==> config.mk <==
export PLATFORM = sky130hd
export DESIGN_NAME = mcpu_core
export DESIGN_NICKNAME = d
export VERILOG_FILES = /design/src/rtl/mcpu_pkg.sv /design/src/rtl/mcpu_alu.sv /design/src/rtl/mcpu_core.sv
export SDC_FILE = /design/constraint.sdc
export NUM_CORES = 1
export LEC_CHECK = 0
export CORE_ASPECT_RATIO = 1.2
export CORE_MARGIN = 3
export CORE_UTILIZATION = 50
export CTS_CLUSTER_SIZE = 20
export DETAILED_ROUTE_END_ITERATION = 10
export GPL_TIMING_DRIVEN = 0
export MAX_ROUTING_LAYER = met4
export PLACE_DENSITY = 0.71
export SLEW_MARGIN = 5
export SYNTH_ARGS = -nofsm -noshare
export SYNTH_HDL_FRONTEND = slang
export SYNTH_SLANG_ARGS = --single-unit
==> constraint.sdc <==
create_clock -name clock -period 7.05 [get_ports clock]
set_input_delay 1.41 -clock clock [delete_from_list [all_inputs] [get_ports clock]]
set_output_delay 1.41 -clock clock [all_outputs]
set_load 0.01 [all_outputs]
==> src/rtl/mcpu_pkg.sv <==
// Shared definitions for the multi-cycle CPU: opcodes, FSM encoding,
// instruction field positions and ALU operation codes.
package mcpu_pkg;

  localparam logic [3:0] OP_ADD  = 4'h0;
  localparam logic [3:0] OP_SUB  = 4'h1;
  localparam logic [3:0] OP_AND  = 4'h2;
  localparam logic [3:0] OP_OR   = 4'h3;
  localparam logic [3:0] OP_SLT  = 4'h4;
  localparam logic [3:0] OP_ADDI = 4'h5;
  localparam logic [3:0] OP_LW   = 4'h6;
  localparam logic [3:0] OP_SW   = 4'h7;
  localparam logic [3:0] OP_BEQ  = 4'h8;
  localparam logic [3:0] OP_BNE  = 4'h9;
  localparam logic [3:0] OP_J    = 4'hA;
  localparam logic [3:0] OP_HALT = 4'hF;

  localparam logic [2:0] S_FETCH  = 3'd0;
  localparam logic [2:0] S_DECODE = 3'd1;
  localparam logic [2:0] S_EXEC   = 3'd2;
  localparam logic [2:0] S_MEM    = 3'd3;
  localparam logic [2:0] S_WB     = 3'd4;
  localparam logic [2:0] S_HALT   = 3'd5;

  localparam int OP_MSB  = 15;
  localparam int OP_LSB  = 12;
  localparam int RS_MSB  = 11;
  localparam int RS_LSB  = 10;
  localparam int RT_MSB  = 9;
  localparam int RT_LSB  = 8;
  localparam int RD_MSB  = 7;
  localparam int RD_LSB  = 6;
  localparam int IMM_MSB = 7;
  localparam int IMM_LSB = 0;

  typedef enum logic [2:0] {
    ALU_ADD,
    ALU_SUB,
    ALU_AND,
    ALU_OR,
    ALU_SLT
  } alu_op_e;

  // R-type opcodes occupy 0..4 and write rd rather than rt
  function automatic logic is_rtype(input logic [3:0] op);
    return op <= OP_SLT;
  endfunction

endpackage

==> src/rtl/mcpu_alu.sv <==
// Combinational ALU: add/sub/and/or/signed-compare with a zero flag
// used for branch resolution.
module mcpu_alu
  import mcpu_pkg::*;
#(
  parameter int DATA_W = 16
) (
  input  alu_op_e           op,
  input  logic [DATA_W-1:0] a,
  input  logic [DATA_W-1:0] b,
  output logic [DATA_W-1:0] result,
  output logic              zero
);

  always_comb begin
    result = '0;
    case (op)
      ALU_ADD: result = a + b;
      ALU_SUB: result = a - b;
      ALU_AND: result = a & b;
      ALU_OR:  result = a | b;
      ALU_SLT: result = DATA_W'($signed(a) < $signed(b));
      default: result = '0;
    endcase
    zero = (result == '0);
  end

endmodule

==> src/rtl/mcpu_core.sv <==
// Multi-cycle 4-register CPU (FETCH/DECODE/EXEC/MEM/WB/HALT) with
// req/ack instruction and data ports. Define MCPU_RETIRE_TRACE_EN to add a
// one-cycle-per-instruction retirement trace port.
module mcpu_core
  import mcpu_pkg::*;
#(
  parameter int DATA_W = 16,
  parameter int PC_W   = 8
) (
  input  logic              clock,
  input  logic              reset,
  output logic              imem_req,
  output logic [PC_W-1:0]   imem_addr,
  input  logic              imem_ack,
  input  logic [15:0]       imem_rdata,
  output logic              dmem_req,
  output logic              dmem_we,
  output logic [DATA_W-1:0] dmem_addr,
  output logic [DATA_W-1:0] dmem_wdata,
  input  logic              dmem_ack,
  input  logic [DATA_W-1:0] dmem_rdata,
  output logic [PC_W-1:0]   pc,
  output logic              halted
`ifdef MCPU_RETIRE_TRACE_EN
  ,
  output logic              retire_valid,
  output logic [PC_W-1:0]   retire_pc,
  output logic              retire_wr_en,
  output logic [1:0]        retire_wr_addr,
  output logic [DATA_W-1:0] retire_wr_data
`endif
);

  logic [2:0]                   state_q, state_d;
  logic [PC_W-1:0]              pc_q, pc_d;
  logic [15:0]                  instr_q, instr_d;
  logic [DATA_W-1:0]            a_q, a_d, b_q, b_d;
  logic [DATA_W-1:0]            wb_data_q, wb_data_d;
  logic [DATA_W-1:0]            dmem_addr_q, dmem_addr_d;
  logic [DATA_W-1:0]            dmem_wdata_q, dmem_wdata_d;
  logic                         dmem_we_q, dmem_we_d;
  logic [3:0][DATA_W-1:0]       rf_q, rf_d;

  logic [3:0]        op;
  logic [1:0]        rs, rt, rd, wb_addr;
  logic [7:0]        imm;
  logic [DATA_W-1:0] simm, alu_b, alu_res;
  logic [PC_W-1:0]   pc_inc, br_tgt;
  logic              alu_zero;
  alu_op_e           alu_op;

  assign op      = instr_q[OP_MSB:OP_LSB];
  assign rs      = instr_q[RS_MSB:RS_LSB];
  assign rt      = instr_q[RT_MSB:RT_LSB];
  assign rd      = instr_q[RD_MSB:RD_LSB];
  assign imm     = instr_q[IMM_MSB:IMM_LSB];
  assign simm    = DATA_W'($signed(imm));
  assign wb_addr = is_rtype(op) ? rd : rt;
  assign pc_inc  = pc_q + PC_W'(1);
  // Branch target is formed at 16 bits so it is independent of DATA_W
  assign br_tgt  = PC_W'(16'(pc_q) + 16'd1 + 16'($signed(imm)));

  always_comb begin
    alu_op = ALU_ADD;
    alu_b  = b_q;
    case (op)
      OP_SUB:               alu_op = ALU_SUB;
      OP_AND:               alu_op = ALU_AND;
      OP_OR:                alu_op = ALU_OR;
      OP_SLT:               alu_op = ALU_SLT;
      OP_ADDI, OP_LW, OP_SW: alu_b  = simm;
      OP_BEQ, OP_BNE:       alu_op = ALU_SUB;
      default:              alu_op = ALU_ADD;
    endcase
  end

  mcpu_alu #(.DATA_W(DATA_W)) u_alu (
    .op     (alu_op),
    .a      (a_q),
    .b      (alu_b),
    .result (alu_res),
    .zero   (alu_zero)
  );

  always_comb begin
    state_d      = state_q;
    pc_d         = pc_q;
    instr_d      = instr_q;
    a_d          = a_q;
    b_d          = b_q;
    wb_data_d    = wb_data_q;
    dmem_addr_d  = dmem_addr_q;
    dmem_wdata_d = dmem_wdata_q;
    dmem_we_d    = dmem_we_q;
    rf_d         = rf_q;
    case (state_q)
      S_FETCH: begin
        if (imem_ack) begin
          instr_d = imem_rdata;
          state_d = S_DECODE;
        end
      end
      S_DECODE: begin
        a_d     = rf_q[rs];
        b_d     = rf_q[rt];
        state_d = S_EXEC;
      end
      S_EXEC: begin
        wb_data_d = alu_res;
        state_d   = S_FETCH;
        case (op)
          OP_ADD, OP_SUB, OP_AND, OP_OR, OP_SLT, OP_ADDI: state_d = S_WB;
          OP_LW, OP_SW: begin
            state_d      = S_MEM;
            dmem_addr_d  = alu_res;
            dmem_wdata_d = b_q;
            dmem_we_d    = (op == OP_SW);
          end
          OP_BEQ:  pc_d = alu_zero ? br_tgt : pc_inc;
          OP_BNE:  pc_d = alu_zero ? pc_inc : br_tgt;
          OP_J:    pc_d = PC_W'(imm);
          OP_HALT: state_d = S_HALT;
          default: pc_d = pc_inc;
        endcase
      end
      S_MEM: begin
        if (dmem_ack) begin
          if (dmem_we_q) begin
            pc_d    = pc_inc;
            state_d = S_FETCH;
          end else begin
            wb_data_d = dmem_rdata;
            state_d   = S_WB;
          end
        end
      end
      S_WB: begin
        if (wb_addr != 2'd0) rf_d[wb_addr] = wb_data_q;
        pc_d    = pc_inc;
        state_d = S_FETCH;
      end
      S_HALT: state_d = S_HALT;
      default: state_d = S_FETCH;
    endcase
  end

  always_ff @(posedge clock) begin
    if (reset) begin
      state_q      <= S_FETCH;
      pc_q         <= '0;
      instr_q      <= '0;
      a_q          <= '0;
      b_q          <= '0;
      wb_data_q    <= '0;
      dmem_addr_q  <= '0;
      dmem_wdata_q <= '0;
      dmem_we_q    <= 1'b0;
      rf_q         <= '0;
    end else begin
      state_q      <= state_d;
      pc_q         <= pc_d;
      instr_q      <= instr_d;
      a_q          <= a_d;
      b_q          <= b_d;
      wb_data_q    <= wb_data_d;
      dmem_addr_q  <= dmem_addr_d;
      dmem_wdata_q <= dmem_wdata_d;
      dmem_we_q    <= dmem_we_d;
      rf_q         <= rf_d;
    end
  end

  // Requests are masked while reset is high so an in-flight access drops at once
  assign imem_req   = (state_q == S_FETCH) && !reset;
  assign dmem_req   = (state_q == S_MEM) && !reset;
  assign imem_addr  = pc_q;
  assign pc         = pc_q;
  assign dmem_we    = dmem_we_q;
  assign dmem_addr  = dmem_addr_q;
  assign dmem_wdata = dmem_wdata_q;
  assign halted     = (state_q == S_HALT);

`ifdef MCPU_RETIRE_TRACE_EN
  logic              retire_valid_q, retire_valid_d;
  logic [PC_W-1:0]   retire_pc_q, retire_pc_d;
  logic              retire_wr_en_q, retire_wr_en_d;
  logic [1:0]        retire_wr_addr_q, retire_wr_addr_d;
  logic [DATA_W-1:0] retire_wr_data_q, retire_wr_data_d;

  always_comb begin
    retire_valid_d   = 1'b0;
    retire_pc_d      = pc_q;
    retire_wr_en_d   = 1'b0;
    retire_wr_addr_d = '0;
    retire_wr_data_d = '0;
    case (state_q)
      S_WB: begin
        retire_valid_d   = 1'b1;
        retire_wr_en_d   = (wb_addr != 2'd0);
        retire_wr_addr_d = wb_addr;
        retire_wr_data_d = wb_data_q;
      end
      S_MEM:  retire_valid_d = dmem_ack && dmem_we_q;
      S_EXEC: retire_valid_d = !(is_rtype(op) || op == OP_ADDI || op == OP_LW || op == OP_SW);
      default: retire_valid_d = 1'b0;
    endcase
  end

  always_ff @(posedge clock) begin
    if (reset) begin
      retire_valid_q   <= 1'b0;
      retire_pc_q      <= '0;
      retire_wr_en_q   <= 1'b0;
      retire_wr_addr_q <= '0;
      retire_wr_data_q <= '0;
    end else begin
      retire_valid_q   <= retire_valid_d;
      retire_pc_q      <= retire_pc_d;
      retire_wr_en_q   <= retire_wr_en_d;
      retire_wr_addr_q <= retire_wr_addr_d;
      retire_wr_data_q <= retire_wr_data_d;
    end
  end

  assign retire_valid   = retire_valid_q;
  assign retire_pc      = retire_pc_q;
  assign retire_wr_en   = retire_wr_en_q;
  assign retire_wr_addr = retire_wr_addr_q;
  assign retire_wr_data = retire_wr_data_q;
`endif

endmodule

==> qor.yml <==
critical_path_class: "reg -> reg"
cp_max_fo: 28
crit_start: "instr_q[12]$_SDFFE_PP0P_"
layout-drive-gt1-share_pct: 7.092
min_from: "dmem_wdata[0]$_SDFFE_PP0P_"
yosysSeqAreaShare_pct: 32.33
crit_buf_inv: 7
numCtsBuffers: 17
p_leak_nw: 4.855
row_count: 57
dieWidth_um: 139.2
synth_top_area_share_pct: 32.33
routed_wl_um: 34200
nFillCells: 1876
post_drt_wl_per_cell_um: 20.42
area_growth_pct: 16.68
drtIter0Drc: 912
fin_crit_sh_pct: 89.17
clkLatencyLatePin_ns: 0.44
nNetsFinal: 1498
cpPeakStageDelay_ns: 0.58
synth_cell_types: 82
cts_tree: "built"
hold_viol: 0
h-tree-depth: 4
critPathTopFamily: "compound AO/OA/AOI/OAI gates"
yosysWarnings: 0
ant_nets: 0
syn_area_per_cell_um2: 8.238
synth_area_mm2: 0.01065
synth-seq-cells: 172
cp.arrival_ns: 6.62
antenna_found_initial: 0
syn-instance-count: 1293
tightest_slew_ns: 1.284
coreArea_mm2: 0.02061
dp_hpwl_um: 26560
cts_sinks: 172
die_y_um: 165.9
gp_congestion: 0.9751
fmax_mhz: 159.1
end_kind: "flop"
path_clk_slew_ns: 0.08
status: "completed"
grt_pass1_wl_um: 53560
post-route-min-period_ns: 6.286
ios: 88
cpMaxStageDelayCell: "a211oi_2"
synth_commonest_cells: "nand2_1, dfxtp_1, a21oi_1"
powerDensity_mw_per_mm2: 176.1
num_antenna_cells: 0
crit_path_cell_trace: "buf_2 -> o21ai_0 -> nand2b_1 -> clkbuf_1 -> buf_1 -> nand2_1 -> nand2_1 -> inv_1 -> ha_1 -> clkbuf_1 -> inv_1 -> a21oi_1 -> a31oi_1 -> o21bai_1 -> nor4_1 -> a211oi_2 -> nand4_1 -> and4bb_1 -> buf_4 -> mux2i_1 -> o21ai_0 -> a311oi_1"
yosysTopAreaCell: "dfxtp_1"
vias: 9955
synth_nets: 1394
drv_cap: 0
rsz0062_at_grt: "no"
synthArstFlopShare_pct: 0
finalSetupViolCount: 0
drtPass1Iterations: 5
clock_path_buffers: 2
slew_headroom_pct: 13.73
power_mw: 2.188
r2r-start: "instr_q[12]$_SDFFE_PP0P_"
grt_max_degree: 19
die-area_mm2: 0.02310
cts_hold_buffers: 0
hold_slack_ns: 0.4599
route.detailed.drc: 0
synth_edf_count: 0
grt_pass1_vias: 9704
start_kind: "flop"
synth_flop_cell: "dfxtp_1"
grt_overflow: 0
cts_root_buf: "clkbuf_16"
yosysMostFrequentCell: "nand2_1"
initial_core_util_pct: 51.68
tns_ns: 0
synth_area_leaders: "dfxtp_1, ha_1, mux4_2"
finClkSkew_ns: 0.02087
io_buffer_count: 87
maxSlewViolCount: 0
max-vdd-ir-drop_mv: 0.1829
vias_per_cell: 5.943
worstPathRequired_ns: 7.38
track_usage_pct: 29.99
hold_class: "reg -> reg"
layout by cell type (no fill, tap or decap), types with 7 or more instances in the layout:
| cell type | n |
|---|---|
| nand2_1 | 180 |
| dfxtp_1 | 172 |
| a21oi_1 | 142 |
| nor2_1 | 139 |
| clkdlybuf4s50_1 | 87 |
| clkbuf_1 | 73 |
| mux2i_1 | 63 |
| ha_1 | 62 |
| inv_1 | 61 |
| o21ai_0 | 35 |
| mux4_2 | 32 |
| a211oi_1 | 30 |
| nor2b_1 | 29 |
| a21o_1 | 25 |
| nand3_1 | 24 |
| clkbuf_16 | 17 |
| nand2b_1 | 15 |
| nor3_1 | 13 |
| buf_4 | 9 |
| o211ai_1 | 8 |
| xnor2_1 | 8 |
| and2_1 | 7 |
| nor4_1 | 7 |
| o21ai_1 | 7 |
| a31oi_1 | 7 |
| and3_1 | 7 |
kinds of logic after synthesis:
kind of cell | synth area share (%)
flops | 32.33
fa+ha+maj | 7.847
xor+xnor | 1.151
compound gates | 20.36
simple gates | 19.11
mux | 13.00
buf+inv | 6.202
registers in the layout (all words and copies together) (netlist names):
name	count
a_q	16
rf_q	64
b_q	16
dmem_we	1
state_q	3
imem_addr	8
instr_q	16
wb_data_q	16
dmem_addr	16
dmem_wdata	16
worst paths after layout:
kind | endpoint | slack [ns] | cells past startpoint
worst min register to register | dmem_wdata[0]$_SDFFE_PP0P_ | 0.46 | 2
worst max-delay path | imem_addr[1]$_SDFFE_PP0P_ | 0.76 | 22
worst max register to register | imem_addr[1]$_SDFFE_PP0P_ | 0.76 | 22
worst min-delay path | dmem_wdata[0]$_SDFFE_PP0P_ | 0.46 | 2
worst reg2reg max path, delay by kind of cell (launching register included):
kind | cells | cell delay (ns)
mux | 1 | 0.28
flops | 1 | 0.35
fa+ha+maj | 1 | 0.27
compound gates | 7 | 2.28
buf+inv | 7 | 1.92
simple gates | 6 | 1.12
report_power, final:
group	switching (mW)	internal, mW
logic	0.175	0.100
registers	0.0120	0.980
clock network	0.448	0.473
total	0.635	1.55
layout make-up:
| class | count | area, um2 | share of cell area (%) |
|---|---|---|---|
| timing repair buffer | 87 | 870.8 | 7.007 |
| multi-input combinational | 962 | 6553 | 52.72 |
| clock buffer | 18 | 429.2 | 3.453 |
| sequential | 172 | 3443 | 27.71 |
| inverter | 61 | 229.0 | 1.842 |
| buffer | 96 | 424.2 | 3.413 |
| clock inverter | 14 | 147.6 | 1.188 |
| tap | 265 | 331.6 | 2.668 |
per-stage QoR:
stage          worst slack (ns)  cells  utilization [%]  instance area [um2]
2_1_floorplan             2.086   1293                -                10650
5_1_grt                  0.1785   1675            60.30                12430
3_3_place_gp             0.1288   1645            57.51                11850
3_5_place_dp            0.01745   1645            57.51                11850
6_report                 0.7635   1675            60.30                12430
4_1_cts                 0.02268   1677            60.31                12430
timing repair:
action | CTS | global route
resized for setup | 0 | 1
setup buffers | 0 | 0
setup endpoints to repair | 0 | 8
routing by layer:
layer  wire length, um  track usage [%]
met4              1638            13.79
met5                 0                -
met2             16570            49.52
met3              1500            2.880
met1             14490            37.14
No activity file was read; power rests on OpenSTA's default activity.
